==> src/rtl/seqdet_pkg.sv <==
// Shared types and limits for the parametrised serial sequence detector.
package seqdet_pkg;

    typedef enum logic {
        FILL  = 1'b0,
        ARMED = 1'b1
    } seqdet_state_t;

    localparam int SEQDET_MAX_LEN = 16;
    localparam int SEQDET_MIN_LEN = 2;

endpackage

==> src/rtl/seqdet_sat_counter.sv <==
// Generic saturating up-counter: counts enabled cycles and holds at all-ones.
module seqdet_sat_counter #(
    parameter int WIDTH = 8
) (
    input  logic             clk,
    input  logic             srst,
    input  logic             inc_en,
    output logic [WIDTH-1:0] count
);

    logic [WIDTH-1:0] count_reg;

    always_ff @(posedge clk) begin
        if (srst) begin
            count_reg <= '0;
        end else if (inc_en && (count_reg != {WIDTH{1'b1}})) begin
            count_reg <= count_reg + WIDTH'(1);
        end
    end

    assign count = count_reg;

endmodule

==> src/rtl/seq_detector_param.sv <==
// Serial pattern detector with run-time reloadable pattern and one-cycle match pulse.
// Optional saturating match counter is built when SEQDET_MATCH_COUNT_EN is defined.
module seq_detector_param
    import seqdet_pkg::*;
#(
    parameter int                 PAT_LEN = 4,
    parameter logic [PAT_LEN-1:0] PATTERN = 4'b1011,
    parameter bit                 OVERLAP = 1'b1,
    parameter int                 CNT_W   = 8
) (
    input  logic               CLK,
    input  logic               Reset,
    input  logic               x_in,
    input  logic               x_valid,
    input  logic               pat_load,
    input  logic [PAT_LEN-1:0] pat_in,
    output logic               y_out,
    output logic [CNT_W-1:0]   match_count
);

    localparam int                FILL_W    = $clog2(PAT_LEN + 1);
    localparam logic [FILL_W-1:0] FILL_FULL = FILL_W'(PAT_LEN);
    localparam logic [FILL_W-1:0] FILL_LAST = FILL_W'(PAT_LEN - 1);

    generate
        if ((PAT_LEN < SEQDET_MIN_LEN) || (PAT_LEN > SEQDET_MAX_LEN)) begin : g_len_check
            $error("seq_detector_param: PAT_LEN out of range");
        end
    endgenerate

    seqdet_state_t      state_reg, state_next;
    logic [FILL_W-1:0]  fill_reg, fill_next;
    // The oldest accepted bit is shifted out before any compare, so only PAT_LEN-1 are kept.
    logic [PAT_LEN-2:0] hist_reg, hist_next;
    logic [PAT_LEN-1:0] pat_reg, pat_next;
    logic               y_reg, y_next;

    logic [PAT_LEN-1:0] shifted;
    logic               completes;
    logic               match_hit;

    assign shifted   = {hist_reg, x_in};
    assign completes = (state_reg == ARMED) || (fill_reg == FILL_LAST);
    assign match_hit = x_valid && !pat_load && completes && (shifted == pat_reg);

    always_ff @(posedge CLK) begin
        if (Reset) begin
            state_reg <= FILL;
            fill_reg  <= '0;
            hist_reg  <= '0;
            pat_reg   <= PATTERN;
            y_reg     <= 1'b0;
        end else begin
            state_reg <= state_next;
            fill_reg  <= fill_next;
            hist_reg  <= hist_next;
            pat_reg   <= pat_next;
            y_reg     <= y_next;
        end
    end

    always_comb begin
        state_next = state_reg;
        fill_next  = fill_reg;
        hist_next  = hist_reg;
        pat_next   = pat_reg;
        y_next     = 1'b0;

        if (pat_load) begin
            pat_next   = pat_in;
            hist_next  = '0;
            fill_next  = '0;
            state_next = FILL;
        end else if (x_valid) begin
            hist_next = shifted[PAT_LEN-2:0];
            if (fill_reg != FILL_FULL) begin
                fill_next = fill_reg + FILL_W'(1);
            end
            if (completes) begin
                state_next = ARMED;
            end
            if (match_hit) begin
                y_next = 1'b1;
                // Non-overlapping mode discards the window, but the history still shifts.
                if (!OVERLAP) begin
                    fill_next  = '0;
                    state_next = FILL;
                end
            end
        end
    end

    assign y_out = y_reg;

`ifdef SEQDET_MATCH_COUNT_EN
    logic [CNT_W-1:0] cnt;

    seqdet_sat_counter #(
        .WIDTH (CNT_W)
    ) u_match_cnt (
        .clk    (CLK),
        .srst   (Reset),
        .inc_en (match_hit),
        .count  (cnt)
    );

    assign match_count = cnt;
`else
    assign match_count = '0;
`endif

endmodule

==> config.mk <==
export PLATFORM = sky130hd
export DESIGN_NAME = seq_detector_param
export DESIGN_NICKNAME = d
export VERILOG_FILES = /design/src/rtl/seqdet_pkg.sv /design/src/rtl/seqdet_sat_counter.sv /design/src/rtl/seq_detector_param.sv
export SDC_FILE = /design/constraint.sdc
export NUM_CORES = 1
export LEC_CHECK = 0
export BUFFER_PORTS_ARGS = -buffer_cell sky130_fd_sc_hd__buf_2
export CAP_MARGIN = 20
export CORE_MARGIN = 4
export CORE_UTILIZATION = 23
export DETAILED_ROUTE_END_ITERATION = 8
export HOLD_SLACK_MARGIN = 0.03
export REMOVE_ABC_BUFFERS = 1
export SYNTH_ARGS = -nofsm -noshare
export SYNTH_HDL_FRONTEND = slang
export SYNTH_SLANG_ARGS = --single-unit
==> constraint.sdc <==
create_clock -name CLK -period 1.5 [get_ports CLK]
set_clock_uncertainty 0.2 [all_clocks]
set_input_delay 0.075 -clock CLK [delete_from_list [all_inputs] [get_ports CLK]]
set_output_delay 0.075 -clock CLK [all_outputs]
set_load 0.03 [all_outputs]
==> results.rst, run 1 <==
.. list-table::
   :header-rows: 1

   * - Metric
     - Value
   * - Antenna diode count
     - 0
   * - Clk_lat worst skew
     - roughly 0.26 ns
   * - Routed vias/inst
     - roughly 4.0
   * - Post-synthesis cell area
     - roughly 630 um2
   * - Setup total negative slack
     - 0 ns
   * - Final Hold Violating Endpoints
     - 0
   * - Path type of the worst min-delay path
     - in -> reg
   * - Count of non-filler cells in the finished layout
     - 110
   * - CTS Root Cell
     - clkbuf_4
   * - RSZ-0062 raised after global routing
     - no
   * - Horizontal die dimension
     - approximately 60 um
   * - FILL cells
     - about 270
   * - Sequential element share of the synthesized area
     - between 30% and 40%
   * - Max-slew violation count
     - 0
   * - Run status
     - completed
   * - Met1 GRT Util
     - slightly below 7%
   * - Worst Path Arrival
     - around 1.4 ns
   * - Area fraction in and, or, nand and nor cells after synthesis
     - between 10% and 20%
   * - Clock transition time at the flip-flop clock pins of the worst setup and hold paths
     - 0.08 ns
   * - Ratio of cells with drive above 1 in the final layout
     - between 20% and 30%
   * - Buffers on Ports
     - 9
   * - Flip-flop count of the largest register after layout
     - 4
   * - Post-cts resize count
     - 0
   * - Multi-input combinational cell area
     - between 300 and 400 um2
   * - Area enclosed by the die boundary
     - 3640 um2
   * - Storage cell area
     - 240 um2
   * - Cell leakage power
     - about 0.00034 uW
   * - Placed Cells incl. Taps
     - 98
   * - Final cycle utilization of the critical path
     - 93.9%
   * - Max IR drop VDD
     - 566 uV
   * - Overall power
     - a little under 700 uW
   * - Initial DRC Count
     - 1
   * - Largest fanout of any net on the critical path
     - 3
   * - Largest buffer count on any clock path
     - 2
   * - Startpoint type of the worst setup path
     - flop
   * - Floorplan row count
     - 18
   * - Synthesized netlist cell count
     - 63
   * - Remaining Overflow, GRT
     - 0
   * - Sinks on the clock net
     - 12
   * - Per-cell routed wire length
     - ~9.0 um
   * - Post-route DRC violation count
     - 0
   * - Gpl congestion
     - 0.721
   * - Clock H-tree levels
     - 1
   * - Maximum number of pins on one net before global-route repair
     - 9
   * - Top-level port count
     - 18
   * - CP required
     - 1.45 ns
   * - Die height
     - slightly above 60 um
   * - Met2 GRT Util
     - about an eighth
   * - Post-DP Area
     - between 600 and 700 um2
   * - Iteration count of the initial detailed-routing pass
     - 2
   * - Final net count
     - between 90 and 100
   * - Max-cap check violation count
     - 0
   * - TritonCTS clock tree
     - yes
   * - Pwr/cell area
     - about 910 nW/um2
   * - Number of routed nets with antenna violations
     - 0
   * - Number of buffers added for setup after CTS
     - 0
   * - Setup crit end kind
     - flop
   * - Synthesized flop and latch total
     - 12
   * - Met3 global-route usage
     - 1.94%
   * - DP HPWL
     - roughly 720 um
   * - Parity-gate share of the synthesized area counting xor and xnor cells
     - 6.96%
   * - Initial antenna violation count
     - 0
   * - Mean instance size in the synthesized netlist
     - ~10 um2
   * - Vias in the first global route
     - 449
   * - Number of clock buffers inserted by TritonCTS
     - 3
   * - Yosys warns
     - 0
   * - Post-route minimum period
     - between 1 and 1.5 ns
   * - Synthesized-area fraction occupied by ao, oa, aoi and oai cells
     - 9.74%
   * - Area of the core
     - ~2500 um2
   * - Post-route design area
     - around 760 um2
   * - Busiest layer in global routing
     - met2
   * - Final Util
     - 30.0%
   * - First-pass GRT wire length
     - between 1500 and 2000 um
   * - Layout-stage area growth over the synthesis result
     - 21.5%
   * - Final wirelength
     - slightly below 1000 um
   * - Maximum achievable frequency
     - about 0.71 GHz
   * - Total via count after detailed routing
     - ~440
   * - Post-synthesis mux area share
     - under 10%
   * - Final setup violation count
     - 0
   * - Dominant combinational cell family by area after synthesis
     - buffers and inverters
   * - Category of the critical setup timing path
     - reg -> reg
   * - Count of hold buffers inserted by post-cts repair
     - 8
   * - Post-synth cell types
     - 18
   * - Effective utilization at floorplan
     - roughly 25%
   * - GRT Total Usage
     - under 10%
   * - Share of synthesized cell area in full adder, half adder and majority cells
     - under 10%
where the power goes:
| group | total, uW | leakage [uW] | switching, uW | internal [uW] |
|---|---|---|---|---|
| clock network | 254 | 0.0000210 | 107 | 147 |
| logic | 104 | 0.000220 | 56.7 | 47.7 |
| registers | 336 | 0.0000980 | 7.13 | 329 |
layout make-up:
| cell class | instances | share of cell area (%) |
|---|---|---|
| timing repair buffer | 17 | 16.4 |
| inverter | 4 | 1.96 |
| clock buffer | 4 | 4.75 |
| sequential | 12 | 31.4 |
| multi-input combinational | 43 | 40.6 |
| tap | 30 | 4.91 |
layer usage:
layer	up-vias	wire [um]
met4	0	14
met3	2	57
li1	220	-
met2	15	516
met1	198	397
met5	-	0
kinds of logic (layout without fill, tap and decap cells):
group	Yosys count	in the layout
compound gates	8	8
xor+xnor	5	5
simple gates	14	14
buf+inv	15	25
flops	12	12
other cells	1	8
fa+ha+maj	3	3
mux	5	5
cell usage after synthesis (all sizes together):
cell    instances  area share, %
mux2i           5            8.0
dfxtp          12             38
or2             1           0.99
xnor2           5            7.0
nor2            7            4.2
a21oi           2            1.6
conb            1           0.60
inv             4            2.4
nand2b          1           0.99
buf            11             14
ha              3            6.0
nand4           1           0.99
a211o           3            4.8
nor3            1            2.6
o21ai           2            1.6
a21boi          1            1.8
and2b           3            4.2
per-stage QoR:
stage                     hold slack [ns]  setup WS, ns
after floorplan                   -0.0526         0.176
after global placement             0.0821         0.123
after detailed placement           0.0847        0.0885
after CTS                          0.0338        0.0715
after global routing               0.0487        0.0159
final                              0.0422        0.0910
cells in the final DEF (no fill, tap or decap), drive strengths merged:
cell type    Yosys  final
nor2             7      7
dlygate4sd3      0      8
a21boi           1      1
nor3             1      1
buf             11      9
a211o            3      3
mux2i            5      5
and2b            3      3
a21oi            2      2
nand2b           1      1
nand4            1      1
or2              1      1
xnor2            5      5
dfxtp           12     12
ha               3      3
conb             1      8
clkbuf           0      4
o21ai            2      2
inv              4      4
path summary, 6_finish.rpt:
path                             startpoint     endpoint  slack [ns]  depth (start not counted)
worst max-delay path            fill_reg[0]  fill_reg[1]        0.09                          5
worst max register to register  fill_reg[0]  fill_reg[1]        0.09                          5
worst min register to register    state_reg    state_reg        0.27                          2
worst min-delay path               pat_load   pat_reg[3]        0.04                          3
worst max-delay path: stages, from the launching register on:
cell	delay, ns
dfxtp_1	0.37
inv_1	0.06
ha_1	0.21
a21boi_2	0.20
mux2i_1	0.20
nor2_1	0.05
Note: power is estimated with default switching activity, not from simulation.
==> run 2, diff against run 1 <==
MAX_ROUTING_LAYER = met4   (was unset)
==> run 2 against run 1 <==
Against the previous run: design area stayed put; fmax hardly changed; setup slack hardly changed; die area stayed put; sequential power hardly changed; sequential cell count stayed put.
==> results.rst, run 2 (synthesis results as in run 1) <==
.. list-table::
   :header-rows: 1

   * - Metric
     - Value
   * - Busiest layer in global routing
     - met2
   * - CTS Root Cell
     - clkbuf_4
   * - FILL cells
     - 266 (unchanged)
   * - First-pass GRT wire length
     - 1790 um (+0.39%)
   * - Clock transition time at the flip-flop clock pins of the worst setup and hold paths
     - 0.08 ns (about the same)
   * - GRT Total Usage
     - 6.84% (+0.21 points)
   * - Max-cap check violation count
     - 0 (unchanged)
   * - Number of buffers added for setup after CTS
     - 0 (unchanged)
   * - Count of hold buffers inserted by post-cts repair
     - 8 (unchanged)
   * - Initial DRC Count
     - 1 (unchanged)
   * - Highest cell delay on the worst timing path
     - 0.37 ns (about the same)
   * - Category of the critical setup timing path
     - reg -> reg
   * - Pwr/cell area
     - 909 nW/um2 (about the same)
   * - Vias in the first global route
     - 449 (unchanged)
   * - Final setup violation count
     - 0 (unchanged)
   * - Cell-by-cell trace of the critical path
     - inv_1, ha_1, a21boi_2, mux2i_1, nor2_1
   * - Final wirelength
     - 985 um (unchanged)
   * - Post-route minimum period
     - 1.41 ns (-0.0000164 ns)
   * - Final Hold Violating Endpoints
     - 0 (unchanged)
   * - Post-cts resize count
     - 0 (unchanged)
   * - Horizontal die dimension
     - 60.3 um (unchanged)
   * - Cells on Worst Hold Path
     - 3 (unchanged)
   * - Most frequent standard cell in the layout excluding fill and tap cells
     - dfxtp_1
   * - Flip-flop count of the largest register after layout
     - 4 (unchanged)
   * - Remaining Overflow, GRT
     - 0 (unchanged)
   * - Total via count after detailed routing
     - 435 (unchanged)
   * - Sinks on the clock net
     - 12 (unchanged)
   * - Die height
     - 60.3 um (unchanged)
   * - Path type of the worst min-delay path
     - in -> reg
   * - Number of routed nets with antenna violations
     - 0 (unchanged)
   * - Largest fanout of any net on the critical path
     - 3 (unchanged)
   * - Top-level port count
     - 18 (unchanged)
   * - Overall power
     - 695 uW (about the same)
   * - Number of clock buffers inserted by TritonCTS
     - 3 (unchanged)
   * - Slowest library cell on the worst path
     - dfxtp_1
   * - Met3 global-route usage
     - 1.94% (unchanged)
   * - Maximum achievable frequency
     - 0.710 GHz (about the same)
   * - Clock H-tree levels
     - 1 (unchanged)
   * - R2r worst-path depth
     - 5 (unchanged)
   * - Cell leakage power
     - 0.000339 uW (unchanged)
   * - Area of the core
     - 2540 um2 (unchanged)
   * - Final net count
     - 93 (unchanged)
   * - Effective utilization at floorplan
     - 24.7% (unchanged)
   * - Gpl congestion
     - 0.730 (+1.2%)
   * - DP HPWL
     - 719 um (unchanged)
   * - RSZ-0062 raised after global routing
     - no
   * - Run status
     - completed
   * - TritonCTS clock tree
     - yes
   * - Maximum number of pins on one net before global-route repair
     - 9 (unchanged)
   * - Startpoint type of the worst setup path
     - flop
   * - Antenna diode count
     - 0 (unchanged)
   * - Area enclosed by the die boundary
     - 3640 um2 (unchanged)
   * - Post-route DRC violation count
     - 0 (unchanged)
   * - Setup crit end kind
     - flop
   * - Initial antenna violation count
     - 0 (unchanged)
   * - Met2 GRT Util
     - 11.7% (unchanged)
   * - Per-cell routed wire length
     - 8.95 um (unchanged)
   * - Setup slack, reg-to-reg
     - 0.09 ns (about the same)
   * - Iteration count of the initial detailed-routing pass
     - 2 (unchanged)
   * - Setup total negative slack
     - 0 ns (unchanged)
   * - Commonest cells after routing, fill and taps aside
     - dfxtp_1 (12), buf_2 (9), conb_1 (8), dlygate4sd3_1 (8), nor2_1 (7)
   * - Layout-stage area growth over the synthesis result
     - 21.5% (unchanged)
   * - Worst Path Arrival
     - 1.36 ns (about the same)
   * - Largest buffer count on any clock path
     - 2 (unchanged)
   * - Buffers on Ports
     - 9 (unchanged)
   * - Max IR drop VDD
     - 566 uV (about the same)
   * - Routed vias/inst
     - 3.95 (unchanged)
   * - Ratio of cells with drive above 1 in the final layout
     - 26.3% (unchanged)
   * - Clk_lat worst skew
     - 0.26 ns (about the same)
   * - Floorplan row count
     - 18 (unchanged)
   * - CP required
     - 1.45 ns (about the same)
   * - Max-slew violation count
     - 0 (unchanged)
   * - Final cycle utilization of the critical path
     - 93.9% (about the same)
   * - Met1 GRT Util
     - 6.91% (unchanged)
## run 2: cell counts in the layout (fill, tap and decap cells not counted)
No cell type changed its count.
## run 2: worst paths after layout
check	start	to
setup / recovery	fill_reg[0]	fill_reg[1]
hold / removal	pat_load	pat_reg[3]
setup reg to reg	fill_reg[0]	fill_reg[1]
hold reg to reg	state_reg	state_reg
## run 2: layout make-up
cell class	count	area (um2)	area share, %
Timing Repair Buffer	17	125	16.4
Clock buffer	4	36.3	4.75
Sequential cell	12	240	31.4
Tap cell	30	37.5	4.91
Multi-Input combinational cell	43	310	40.6
Inverter	4	15.0	1.96
## run 2: metal layers
layer | up-vias | share of wire, %
li1 | 220 | -
met3 | 2 | 6.1
met1 | 198 | 40
met5 | - | 0
met2 | 15 | 52
met4 | 0 | 1.4
## run 2: power by group
part | internal [uW] | total, uW | switching, uW
registers | 329 | 336 | 7.13
clock network | 147 | 254 | 107
logic | 47.7 | 104 | 56.7
## run 2: critical path: cells and delay by family, from the launching register on
family / cells / cell delay (ns)
and+or+nand+nor: 1 / 0.05
muxes: 1 / 0.20
AOI/OAI and AO/OA: 1 / 0.20
DFF: 1 / 0.37
adders and majority gates: 1 / 0.21
buffers and inverters: 1 / 0.06
## run 2: through the flow
step / cells / area (um2) / worst slack, ns / hold slack [ns] / utilization [%]
floorplan: 59 / 566 / 0.176 / -0.0526 / -
global placement: 98 / 648 / 0.123 / 0.0821 / 25.5
detailed placement: 98 / 648 / 0.0885 / 0.0847 / 25.5
CTS: 110 / 764 / 0.0715 / 0.0338 / 30.0
global route: 110 / 764 / 0.0159 / 0.0487 / 30.0
finish: 110 / 764 / 0.0910 / 0.0422 / 30.0
